File: config.mk
export PLATFORM = sky130hd
export DESIGN_NAME = la_vector_engine
export DESIGN_NICKNAME = d
export VERILOG_FILES = /design/src/rtl/la_vector_engine.sv
export SDC_FILE = /design/constraint.sdc
export NUM_CORES = 1
export LEC_CHECK = 0
export BUFFER_PORTS_ARGS = -buffer_cell sky130_fd_sc_hd__buf_4
export CORE_MARGIN = 4
export CORE_UTILIZATION = 35
export CTS_BUF_LIST = sky130_fd_sc_hd__clkbuf_16
export DETAILED_ROUTE_END_ITERATION = 10
export PLACE_DENSITY_LB_ADDON = 0.08
export SLEW_MARGIN = 10
export SYNTH_ARGS = -nofsm -noshare
export SYNTH_HDL_FRONTEND = slang
export SYNTH_SLANG_ARGS = --single-unit
File: constraint.sdc
create_clock -name wb_clk_i -period 5.4 [get_ports wb_clk_i]
set_input_delay 0.54 -clock wb_clk_i [delete_from_list [all_inputs] [get_ports wb_clk_i]]
set_output_delay 0.54 -clock wb_clk_i [all_outputs]
set_load 0.02 [all_outputs]
File: src/rtl/la_vector_engine.sv
// -----------------------------------------------------------------------------
// la_vector_engine
//
// Wishbone-slave vector tester for the 16x16 yblock. Software loads a 52-bit
// stimulus and a 48-bit expected response, then commits the vector by writing
// EXP_HI. The engine drives the stimulus onto the yblock lanes, waits for the
// response to settle, samples it once, compares it and keeps a count of
// vectors and errors.
//
// Ports
//   wb_clk_i, wb_rst_i     single clock, synchronous active-high reset
//   wbs_stb_i/cyc_i/we_i   Wishbone classic strobe, cycle, write enable
//   wbs_sel_i              byte selects (ignored, all accesses are full-word)
//   wbs_adr_i, wbs_dat_i   address and write data
//   wbs_ack_o, wbs_dat_o   acknowledge and read data (valid together)
//   vec_o[49:0]            stimulus: [49] block reset, [48] config strobe,
//                          [47:32] 16-bit lane, [31:0] 32-bit lane
//   resp_i[47:0]           yblock response
//   busy_o                 a vector is in flight
//   mismatch_o             one-cycle pulse when a checked vector fails
//
// Register map (decode on wbs_adr_i[4:2])
//   0x00 STIM_LO  R/W stim[31:0]
//   0x04 STIM_HI  R/W stim[51:32]; stim[51] skip-check, stim[50] debug flag
//   0x08 EXP_LO   R/W exp[31:0]
//   0x0C EXP_HI   R/W exp[47:32]; writing commits the vector
//   0x10 STATUS   R   [0] busy, [1] last mismatch, [31:16] error count
//   0x14 COUNT    R   [15:0] vectors checked; any write clears counters + flag
//   0x18 RESP_LO  R   last sampled resp[31:0]
//   0x1C RESP_HI  R   last sampled resp[47:32]
// -----------------------------------------------------------------------------
module la_vector_engine #(
  parameter logic [23:0] ADDR_BASE     = 24'h300000,
  parameter int unsigned SETTLE_CYCLES = 4
) (
  input  logic        wb_clk_i,
  input  logic        wb_rst_i,
  input  logic        wbs_stb_i,
  input  logic        wbs_cyc_i,
  input  logic        wbs_we_i,
  input  logic [3:0]  wbs_sel_i,
  input  logic [31:0] wbs_adr_i,
  input  logic [31:0] wbs_dat_i,
  output logic        wbs_ack_o,
  output logic [31:0] wbs_dat_o,
  output logic [49:0] vec_o,
  input  logic [47:0] resp_i,
  output logic        busy_o,
  output logic        mismatch_o
);

  typedef enum logic [1:0] {
    IDLE   = 2'd0,
    APPLY  = 2'd1,
    SETTLE = 2'd2,
    CHECK  = 2'd3
  } state_t;

  // The settle counter holds the number of SETTLE cycles still to run,
  // including the current one, so APPLY + SETTLE together span SETTLE_CYCLES.
  localparam logic [7:0] SETTLE_LOAD  = 8'(SETTLE_CYCLES - 1);
  localparam bit         SHORT_SETTLE = (SETTLE_CYCLES <= 1);

  localparam logic [2:0] OFF_STIM_LO = 3'd0;
  localparam logic [2:0] OFF_STIM_HI = 3'd1;
  localparam logic [2:0] OFF_EXP_LO  = 3'd2;
  localparam logic [2:0] OFF_EXP_HI  = 3'd3;
  localparam logic [2:0] OFF_STATUS  = 3'd4;
  localparam logic [2:0] OFF_COUNT   = 3'd5;
  localparam logic [2:0] OFF_RESP_LO = 3'd6;
  localparam logic [2:0] OFF_RESP_HI = 3'd7;

  state_t      state, state_nxt;
  logic [7:0]  settle_cnt;
  logic        cnt_load, cnt_dec, do_check;

  logic [51:0] stim_q;
  logic [47:0] exp_q;
  logic [47:0] resp_q;
  logic [15:0] err_cnt;
  logic [15:0] vec_cnt;
  logic        mm_flag;

  logic [2:0]  reg_off;
  logic        sel_hit, stallable, wr_stall, accept, wr_en, rd_en, commit;
  logic        check_fail;
  logic [31:0] rd_data;
  logic        unused_bits;

  assign unused_bits = ^{wbs_sel_i, wbs_adr_i[7:5], wbs_adr_i[1:0]};

  // Wishbone classic handshake: a request is stb & cyc & base match. An
  // accepted request in cycle t gives ack (with read data) for exactly cycle
  // t+1; the ~ack term stops a held strobe from being accepted twice. Writes
  // that could disturb a vector in flight (stimulus, expected, COUNT) are
  // simply not accepted while busy, which stretches the master's cycle until
  // the engine is idle again. Reads and read-only writes are never held off.
  assign reg_off   = wbs_adr_i[4:2];
  assign sel_hit   = wbs_stb_i & wbs_cyc_i & (wbs_adr_i[31:8] == ADDR_BASE) & ~wbs_ack_o;
  assign stallable = (reg_off <= OFF_EXP_HI) || (reg_off == OFF_COUNT);
  assign wr_stall  = wbs_we_i & busy_o & stallable;
  assign accept    = sel_hit & ~wr_stall;
  assign wr_en     = accept & wbs_we_i;
  assign rd_en     = accept & ~wbs_we_i;
  assign commit    = wr_en & (reg_off == OFF_EXP_HI) & (state == IDLE);

  assign busy_o     = (state != IDLE);
  assign check_fail = do_check & ~stim_q[51] & (resp_i != exp_q);

  always_comb begin
    rd_data = 32'h0;
    case (reg_off)
      OFF_STIM_LO: rd_data = stim_q[31:0];
      OFF_STIM_HI: rd_data = {12'h0, stim_q[51:32]};
      OFF_EXP_LO:  rd_data = exp_q[31:0];
      OFF_EXP_HI:  rd_data = {16'h0, exp_q[47:32]};
      OFF_STATUS:  rd_data = {err_cnt, 14'h0, mm_flag, busy_o};
      OFF_COUNT:   rd_data = {16'h0, vec_cnt};
      OFF_RESP_LO: rd_data = resp_q[31:0];
      OFF_RESP_HI: rd_data = {16'h0, resp_q[47:32]};
      default:     rd_data = 32'h0;
    endcase
  end

  // FSM state register
  always_ff @(posedge wb_clk_i) begin
    if (wb_rst_i) state <= IDLE;
    else          state <= state_nxt;
  end

  // FSM next state and per-state controls
  always_comb begin
    state_nxt = state;
    cnt_load  = 1'b0;
    cnt_dec   = 1'b0;
    do_check  = 1'b0;
    case (state)
      IDLE: begin
        if (commit) state_nxt = APPLY;
      end
      APPLY: begin
        if (SHORT_SETTLE) begin
          state_nxt = CHECK;
        end else begin
          state_nxt = SETTLE;
          cnt_load  = 1'b1;
        end
      end
      SETTLE: begin
        cnt_dec = 1'b1;
        if (settle_cnt <= 8'd1) state_nxt = CHECK;
      end
      CHECK: begin
        do_check  = 1'b1;
        state_nxt = IDLE;
      end
      default: state_nxt = IDLE;
    endcase
  end

  // Datapath: bus registers, stimulus, counters, response capture
  always_ff @(posedge wb_clk_i) begin
    if (wb_rst_i) begin
      wbs_ack_o  <= 1'b0;
      wbs_dat_o  <= 32'h0;
      vec_o      <= 50'h0;
      mismatch_o <= 1'b0;
      settle_cnt <= 8'h0;
      stim_q     <= 52'h0;
      exp_q      <= 48'h0;
      resp_q     <= 48'h0;
      err_cnt    <= 16'h0;
      vec_cnt    <= 16'h0;
      mm_flag    <= 1'b0;
    end else begin
      wbs_ack_o  <= accept;
      wbs_dat_o  <= rd_en ? rd_data : 32'h0;
      mismatch_o <= check_fail;

      if (cnt_load)                          settle_cnt <= SETTLE_LOAD;
      else if (cnt_dec && settle_cnt != 8'd0) settle_cnt <= settle_cnt - 8'd1;

      if (wr_en) begin
        case (reg_off)
          OFF_STIM_LO: stim_q[31:0]  <= wbs_dat_i;
          OFF_STIM_HI: stim_q[51:32] <= wbs_dat_i[19:0];
          OFF_EXP_LO:  exp_q[31:0]   <= wbs_dat_i;
          OFF_EXP_HI:  exp_q[47:32]  <= wbs_dat_i[15:0];
          OFF_COUNT: begin
            err_cnt <= 16'h0;
            vec_cnt <= 16'h0;
            mm_flag <= 1'b0;
          end
          default: ;
        endcase
      end

      // Stimulus is level: vec_o only changes on a commit.
      if (commit) vec_o <= stim_q[49:0];

      // COUNT writes are held off while busy, so they never meet a check.
      if (do_check) begin
        resp_q  <= resp_i;
        mm_flag <= check_fail;
        if (vec_cnt != 16'hFFFF) vec_cnt <= vec_cnt + 16'h1;
        if (check_fail && err_cnt != 16'hFFFF) err_cnt <= err_cnt + 16'h1;
      end
    end
  end

endmodule

==> Word level (Yosys, flattened, before mapping) <==
Index checks and enable logic that the tools add are counted.
{ "totals": {"reg_bits": 275, "out_inout_bits": 85, "input_bits": 121} }
{ "classes": {"muxes": 20, "n_eq_ne": 16, "n_lt_le_gt_ge": 2, "bitwise": 17, "add_sub_neg": 3, "n_reduce_logical": 18} }
{ "ops": {"columns": ["cell", "n"], "rows": [
  ["$pmux W32 S8", 1],
  ["$mux W16", 8],
  ["$ne A48 B48 Y1", 1],
  ["$add A16 B1 Y16 const B", 2],
  ["$ne A16 B16 Y1 const B", 2],
  ["$eq A24 B22 Y1 const B", 1],
  ["$and A1 B1 Y1", 12],
  ["$eq A3 B3 Y1 const B", 4],
  ["$reduce_and A2 Y1", 6],
  ["$le A8 B1 Y1 const B", 1],
  ["$mux W2", 4],
  ["$pmux W2 S4", 1],
  ["$reduce_bool A2 Y1", 4],
  ["$reduce_bool A8 Y1", 1],
  ["$sub A8 B1 Y8 const B", 1],
  ["$eq A3 B2 Y1 const B", 2],
  ["$mux W1", 6],
  ["$not A1 Y1", 5],
  ["$eq A2 B2 Y1 const B", 2],
  ["$ne A2 B2 Y1 const B", 2],
  ["$reduce_or A2 Y1", 2],
  ["$eq A3 B1 Y1 const B", 1],
  ["$le A3 B2 Y1 const B", 1],
  ["$logic_not A3 Y1", 1],
  ["4 further kinds", 5]
]} }

==> Longest topological paths before layout <==
Gate-level depths: netlist (run 1).
{ "depth": {"ltp_word": 10, "ltp_mapped": 9, "mapped_depth_nobuf": 8} }

==> Worst setup path after synthesis (run 1) <==
No wires, ideal clock.
{ "synth_path": {"kind": "input to register", "from": "input wbs_adr_i[21]", "to": "register vec_o[30]", "setup_ps": 71, "arrival_time_ps": 2179, "n_path_buf": 2, "path_stages": 8, "t_required_ps": 5329, "path_slack_ps": 3150, "cell_sequence": "or4_4 > nor4_4 > and4_4 > and3_4 > buf_12 > buf_12 > nand2_2 > a21oi_2"} }
{ "synth_via": {"elab_chain_cells": 7} }
{ "synth_rtl": {"columns": ["element", "line", "rtl"], "rows": [
  ["start, declared", "42", "input logic [31:0] wbs_adr_i,"],
  ["$eq A24 B22 Y1", "99", "assign sel_hit = wbs_stb_i & wbs_cyc_i & (wbs_adr_i[31:8] == ADDR_BASE) & ~wbs_ack_o;"],
  ["$and A1 B1 Y1 (2 in series)", "99", null],
  ["$and A1 B1 Y1", "102", "assign accept = sel_hit & ~wr_stall;"],
  ["$and A1 B1 Y1", "103", "assign wr_en = accept & wbs_we_i;"],
  ["$and A1 B1 Y1 (2 in series)", "105", "assign commit = wr_en & (reg_off == OFF_EXP_HI) & (state == IDLE);"],
  ["end signal, assigned", "199", "if (commit) vec_o <= stim_q[49:0];"],
  ["end, declared", "46", "output logic [49:0] vec_o,"]
]} }
No other way between the ends.
A chain may end at the register's enable or synchronous reset.

==> Final worst setup path (run 1) <==
{ "layout_path": {"from": "register state[0]", "to": "register wbs_dat_o[7]"} }
{ "layout_via": {"elab_chain_cells": 8} }
{ "layout_rtl": {"columns": ["element", "line", "rtl"], "rows": [
  ["start, declared", "73", "state_t state, state_nxt;"],
  ["start signal, assigned", "128", "else state <= state_nxt;"],
  ["$reduce_bool A2 Y1", "107", "assign busy_o = (state != IDLE);"],
  ["$and A1 B1 Y1 (2 in series)", "101", "assign wr_stall = wbs_we_i & busy_o & stallable;"],
  ["$not A1 Y1", "102", null],
  ["$and A1 B1 Y1", "102", null],
  ["$and A1 B1 Y1", "104", "assign rd_en = accept & ~wbs_we_i;"],
  ["$not A1 Y1 (no line)", null, null],
  ["$reduce_or A2 Y1 (no line)", null, null],
  ["end signal, assigned", "177", "wbs_dat_o <= rd_en ? rd_data : 32'h0;"],
  ["end, declared", "45", "output logic [31:0] wbs_dat_o,"]
]} }
No other way between the ends.

==> flow_summary.toml, run 1 <==
[global_routing]
grt_pass1_wl_mm = 66.3
overflow = 0
antenna_found_initial = 1
grt_pass1_vias = 11300
grt.total_usage = 0.217
grt_max_degree = 95

[synth]
synth_most_common_cell = "dfxtp_1"
synth_edf_count = 0
synth_nets = 1608
syn-mean-instance-area_um2 = 8.53
yosys.area_share.simple = 0.220
synth_top_family_by_area = "simple AND/OR/NAND/NOR gates"
synth_compound_area_frac = 0.156
yosys_most_used_dff = "dfxtp_1"
synthTopCellsByArea = "dfxtp_1 (44%), mux2i_1 (8.3%), nand2_1 (7.9%), a21oi_1 (4.8%), nor2_1 (4.2%)"
synthesis.area_um2 = 12600
yosys_warnings = 0
synthAdderAreaFrac = 0.00893
ys_ff_latch = 275
ys_async_sr_fraction = 0
synth_mux_area_frac = 0.0915
syn_inst = 1478
netlist-cell-type-count = 66
netlist_top_cells_count = "dfxtp_1 (275), nand2_1 (267), nor2_1 (141)"
yosysTopAreaCell = "dfxtp_1"
synth-seq-area-share = 0.437
yosysTopAreaCellShare = 0.437
synth_xor_xnor_area_share = 0.0403

[timing]
fin_tns_setup_ns = 0
period_share = 0.535
fmax_mhz = 346
relSlewSlack = 0.307
drv_slew = 0
setup_ws_ns = 2.51
setup_viol = 0
fin_crit_ns = 2.89
finalHoldViolCount = 0
rsz0062_at_grt = "no"
tightest_slew_ns = 1.04
skew_ns = 0.0216

[setup_path]
arrival_ns = 3.27
crit_path_end_kind = "flip-flop"
crit_required_ns = 5.78
path_class = "reg -> reg"
start_kind = "flip-flop"
critical-path-top-delay-family = "simple AND/OR/NAND/NOR gates"
slowest_stage = "nand2_1"
slowest_delay_ns = 0.73
worst-path-buf-inv = 1
crit_path_cell_trace = "inv_1, ha_1, a211oi_1, nor4_1, nand2_1, a311oi_1"
critPathMaxFanout = 20

[cts]
clock_sinks = 275
clk_latency_ns = 0.51
cts_resized = 0
numCtsBuffers = 34
cts_htree_levels = 2
cts_tree = "built"
cts_setup_buffers = 0
root_buffer = "clkbuf_16"
clk_path_buf_depth = 3
cts_hold_buf = 0
cts.clk_slew.worst_paths_ns = 0.06

[drt]
via_per_inst = 5.32
dr.pass1.iters = 5
drtIter0Drc = 734
num_vias = 11200
wl_per_cell_um = 20.8
wl_mm = 43.9
drc_errors = 0
ant_nets = 0

[place]
pre_cts_ws_ns = 2.05
io_buffers = 196
place_hpwl_mm = 31.3
gp_congestion = 0.874
dpl.cell_count = 2047

[layout]
stdcell_count = 2106
drive_above_1_share = 0.218
nFillCells = 3658
post-route-util = 0.430
nets = 1752
syn2layout_area_growth_pct = 21.4

[die]
start_util = 0.354
die_area_um2 = 39100
core_um2 = 35600
fp.dieH_um = 198
rows = 69
pin_count = 206
die_w_um = 198

[power]
p_leak_nw = 5.52
p_per_area_nw_per_um2 = 294
irDropWorstVdd_mv = 0.271

[worst_hold_path]
min_path_type = "in -> reg"

[run]
maxCapViolations = 0

[run_status]
status = "complete, no violations"
## layer usage
layer,GRT usage,up-vias,routed length [um]
met3,0.0299,81,2080
met1,0.292,5355,19300
met5,0,-,0
met4,0.0719,0,1490
met2,0.360,311,21000
li1,-,5454,-
## tightest hold or removal path: stages
cell,delay [ns]
buf_4,0.09
mux2i_1,0.06
nor2_1,0.07
## flip-flops by register name, summed over array words and instances, names as in the netlist, 2 cells and up
register    flops
resp_q         48
vec_o          50
settle_cnt      8
vec_cnt        16
err_cnt        16
exp_q          48
wbs_dat_o      32
stim_q         52
state           2
## stage by stage
step                total power, mW  hold slack, ns  instance area (um2)
CTS                            4.55           0.275                15300
detailed placement             2.41           0.445                14300
global route                   4.67           0.289                15300
global placement               2.40           0.444                14300
finish                         4.51           0.283                15300
floorplan                      2.25           0.444                12600
## path summary, 6_finish.rpt
check | start | endpoint | slack (ns) | cells after the start
worst max-delay path | state[0] | wbs_dat_o[7] | 2.51 | 6
worst min-delay path | resp_i[47] | resp_q[47] | 0.28 | 3
worst max register to register | state[0] | wbs_dat_o[7] | 2.51 | 6
worst min register to register | vec_o[14] | vec_o[14] | 0.45 | 2
## kinds of logic after synthesis
family                     after synthesis
AOI/OAI and AO/OA                      298
muxes                                  112
buffers and inverters                  123
adders and majority gates                9
DFF                                    275
xor gates and xnor gates                58
and+or+nand+nor                        603
## where the power goes
group | switching (mW) | internal, mW
sequential | 0.00972 | 2.04
combinational | 0.197 | 0.119
clock | 0.882 | 1.26
total | 1.09 | 3.42
## area by class of cell
class	count	area, um2	area share
Tap cell	461	577	0.0377
Clock buffer	35	876	0.0572
Timing Repair Buffer	211	1590	0.104
Multi-Input combinational cell	1080	6530	0.427
Clock inverter	23	153	0.00997
Antenna cell	1	2.50	0.000163
Inverter	20	75.1	0.00490
Sequential cell	275	5510	0.360
## cells in the final DEF, fill, tap and decap left out, types with 17 or more instances in the layout
| cell | instances |
|---|---|
| clkbuf_16 | 35 |
| buf_4 | 210 |
| nand2_2 | 40 |
| nand3_1 | 34 |
| o21ai_0 | 17 |
| nor4_1 | 18 |
| inv_1 | 27 |
| dfxtp_1 | 275 |
| nand4_1 | 31 |
| nor2_1 | 141 |
| xnor2_1 | 53 |
| mux2i_1 | 104 |
| a21oi_1 | 122 |
| a21oi_2 | 40 |
| nand2_1 | 267 |
| a211oi_1 | 24 |
No activity file was read; power rests on OpenSTA's default activity.
==> run 2: changes to the inputs <==
==> constraint.sdc (replaced) <==
create_clock -name wb_clk_i -period 2.8 [get_ports wb_clk_i]
set_input_delay 0.28 -clock wb_clk_i [delete_from_list [all_inputs] [get_ports wb_clk_i]]
set_output_delay 0.28 -clock wb_clk_i [all_outputs]
set_load 0.02 [all_outputs]
==> run 2 against run 1 <==
Effect of this change: worst setup slack lost 2.2 ns; combinational power increased by 120%; critical path depth rose by 2; count of clock-buffer cells in the layout fell by 4; sequential power grew 93%; hold slack got worse by 0.25 ns; utilization up 2.8 points; die area unchanged; global-route usage barely moved; register-to-register slack worse by 2.1 ns; sequential share of layout area shrank 2.2 points; critical endpoint is now err_cnt[2].
==> flow_summary.toml, run 2 (synthesis results as in run 1) <==
[run_status]
status = "complete, no violations"

[cts]
clock_sinks = 275
cts_htree_levels = 1
root_buffer = "clkbuf_16"
cts.clk_slew.worst_paths_ns = 0.06
cts_tree = "built"
clk_latency_ns = 0.57
cts_setup_buffers = 0
numCtsBuffers = 31
clk_path_buf_depth = 3

[timing]
period_share = 0.881
tightest_slew_ns = 0.943
finalHoldViolCount = 0
relSlewSlack = 0.369
skew_ns = 0.0226
fmax_mhz = 405
fin_tns_setup_ns = 0
setup_viol = 0
fin_crit_ns = 2.47
rsz0062_at_grt = "no"
drv_slew = 0

[die]
die_w_um = 198
core_um2 = 35600
start_util = 0.354
rows = 69
fp.dieH_um = 198
die_area_um2 = 39100
pin_count = 206

[drt]
wl_met3_mm = 2.42
num_vias = 11500
wl_per_cell_um = 19.9
wl_met2_mm = 21.4
wl_met1_mm = 18.8
top_layer = "met4"
via_per_inst = 5.20
drtIter0Drc = 711
drc_errors = 0
wl_mm = 43.9
dr.pass1.iters = 6
ant_nets = 0

[power]
p_per_area_nw_per_um2 = 526
p_leak_nw = 5.95
irDropWorstVdd_mv = 0.485

[layout]
layout.cells.most_common_list = "dfxtp_1 (275), nand2_1 (267), buf_4 (226)"
fin_area_um2 = 16300
final_common_cell = "dfxtp_1"
syn2layout_area_growth_pct = 29.3
drive_above_1_share = 0.215
largest_reg_flops = 52
reg.largest.list = "stim_q (52), vec_o (50)"
nets = 1851
num_antenna_cells = 0
largest-register = "stim_q"

[global_routing]
antenna_found_initial = 0
grt_max_degree = 116
overflow = 0
grt_pass1_vias = 11300
grt_pass1_wl_mm = 66.7
grt.total_usage = 0.217

[setup_path]
crit_path_cell_trace = "dlygate4sd3_1, buf_4, xnor2_1, nand4_1, nor4_1, a31o_2, nor2_1, o311ai_0"
rr_worst_depth = 6
slowest_stage = "dlygate4sd3_1"
start_kind = "primary input"
crit_required_ns = 3.24
crit_path_end_kind = "flip-flop"
regToRegEndpoint = "err_cnt[2]"
path_class = "in -> reg"
slowest_delay_ns = 0.54
r2r-start = "exp_q[36]"
rrSetupSlack_ns = 0.37
arrival_ns = 2.91
critPathMaxFanout = 12

[worst_hold_path]
min_path_type = "in -> reg"
min_path_cells = 3
hp-start = "resp_i[2]"
hold-path-endpoint = "resp_q[2]"

[place]
placed_area_um2 = 14500
io_buffers = 196
gp_congestion = 0.919
place_hpwl_mm = 31.8

[run]
maxCapViolations = 0
[run 2: what timing repair did]
item	CTS	global route
hold endpoints to repair	140	0
hold buffers	79	0
gates resized for setup	0	0
[run 2: worst max-delay path, delay by kind of cell]
kind | cells | cell delay (ns)
buffers and inverters | 2 | 0.69
xor gates and xnor gates | 1 | 0.43
AOI/OAI and AO/OA | 2 | 0.67
and+or+nand+nor | 3 | 0.83
[run 2: layout make-up]
type,count,area [um2]
repair buffers,313,2640
fillers,3510,19300
flip-flops and latches,275,5510
well taps,461,577
clock buffers,31,776
inverters,20,75.1
clock inverters,27,196
multi-input cells,1080,6530
[run 2: through the flow]
step	setup WS (ns)	instances	hold WS (ns)	util	power (mW)
2_1_floorplan	0.679	1478	0.385	-	4.33
3_3_place_gp	0.423	2070	0.444	0.409	4.64
3_5_place_dp	0.352	2070	0.449	0.409	4.64
4_1_cts	0.389	2207	0.00305	0.458	8.67
5_1_grt	0.0411	2207	0.0373	0.458	8.90
6_report	0.333	2207	0.0348	0.458	8.57
[run 2: worst max-delay path by stage]
stage | from | end | slack (ns) | cells past startpoint
CTS | exp_q[36] | err_cnt[2] | 0.39 | 6
finish | resp_i[30] | err_cnt[2] | 0.33 | 8
global placement | wbs_adr_i[21] | vec_o[1] | 0.42 | 8
global route | err_cnt[0] | err_cnt[2] | 0.04 | 6
floorplan | vec_cnt[0] | vec_cnt[7] | 0.68 | 9
detailed placement | resp_i[36] | err_cnt[2] | 0.35 | 7
[run 2: routing by layer]
metal,global-route usage,up-vias
met5,0,-
met4,0.0553,0
met3,0.0352,67
met2,0.377,345
met1,0.282,5432
li1,-,5642
[run 2: report_power, final]
group | internal (mW) | switching (mW)
Clock | 2.27 | 1.65
Combinational | 0.310 | 0.395
Sequential | 3.93 | 0.0194
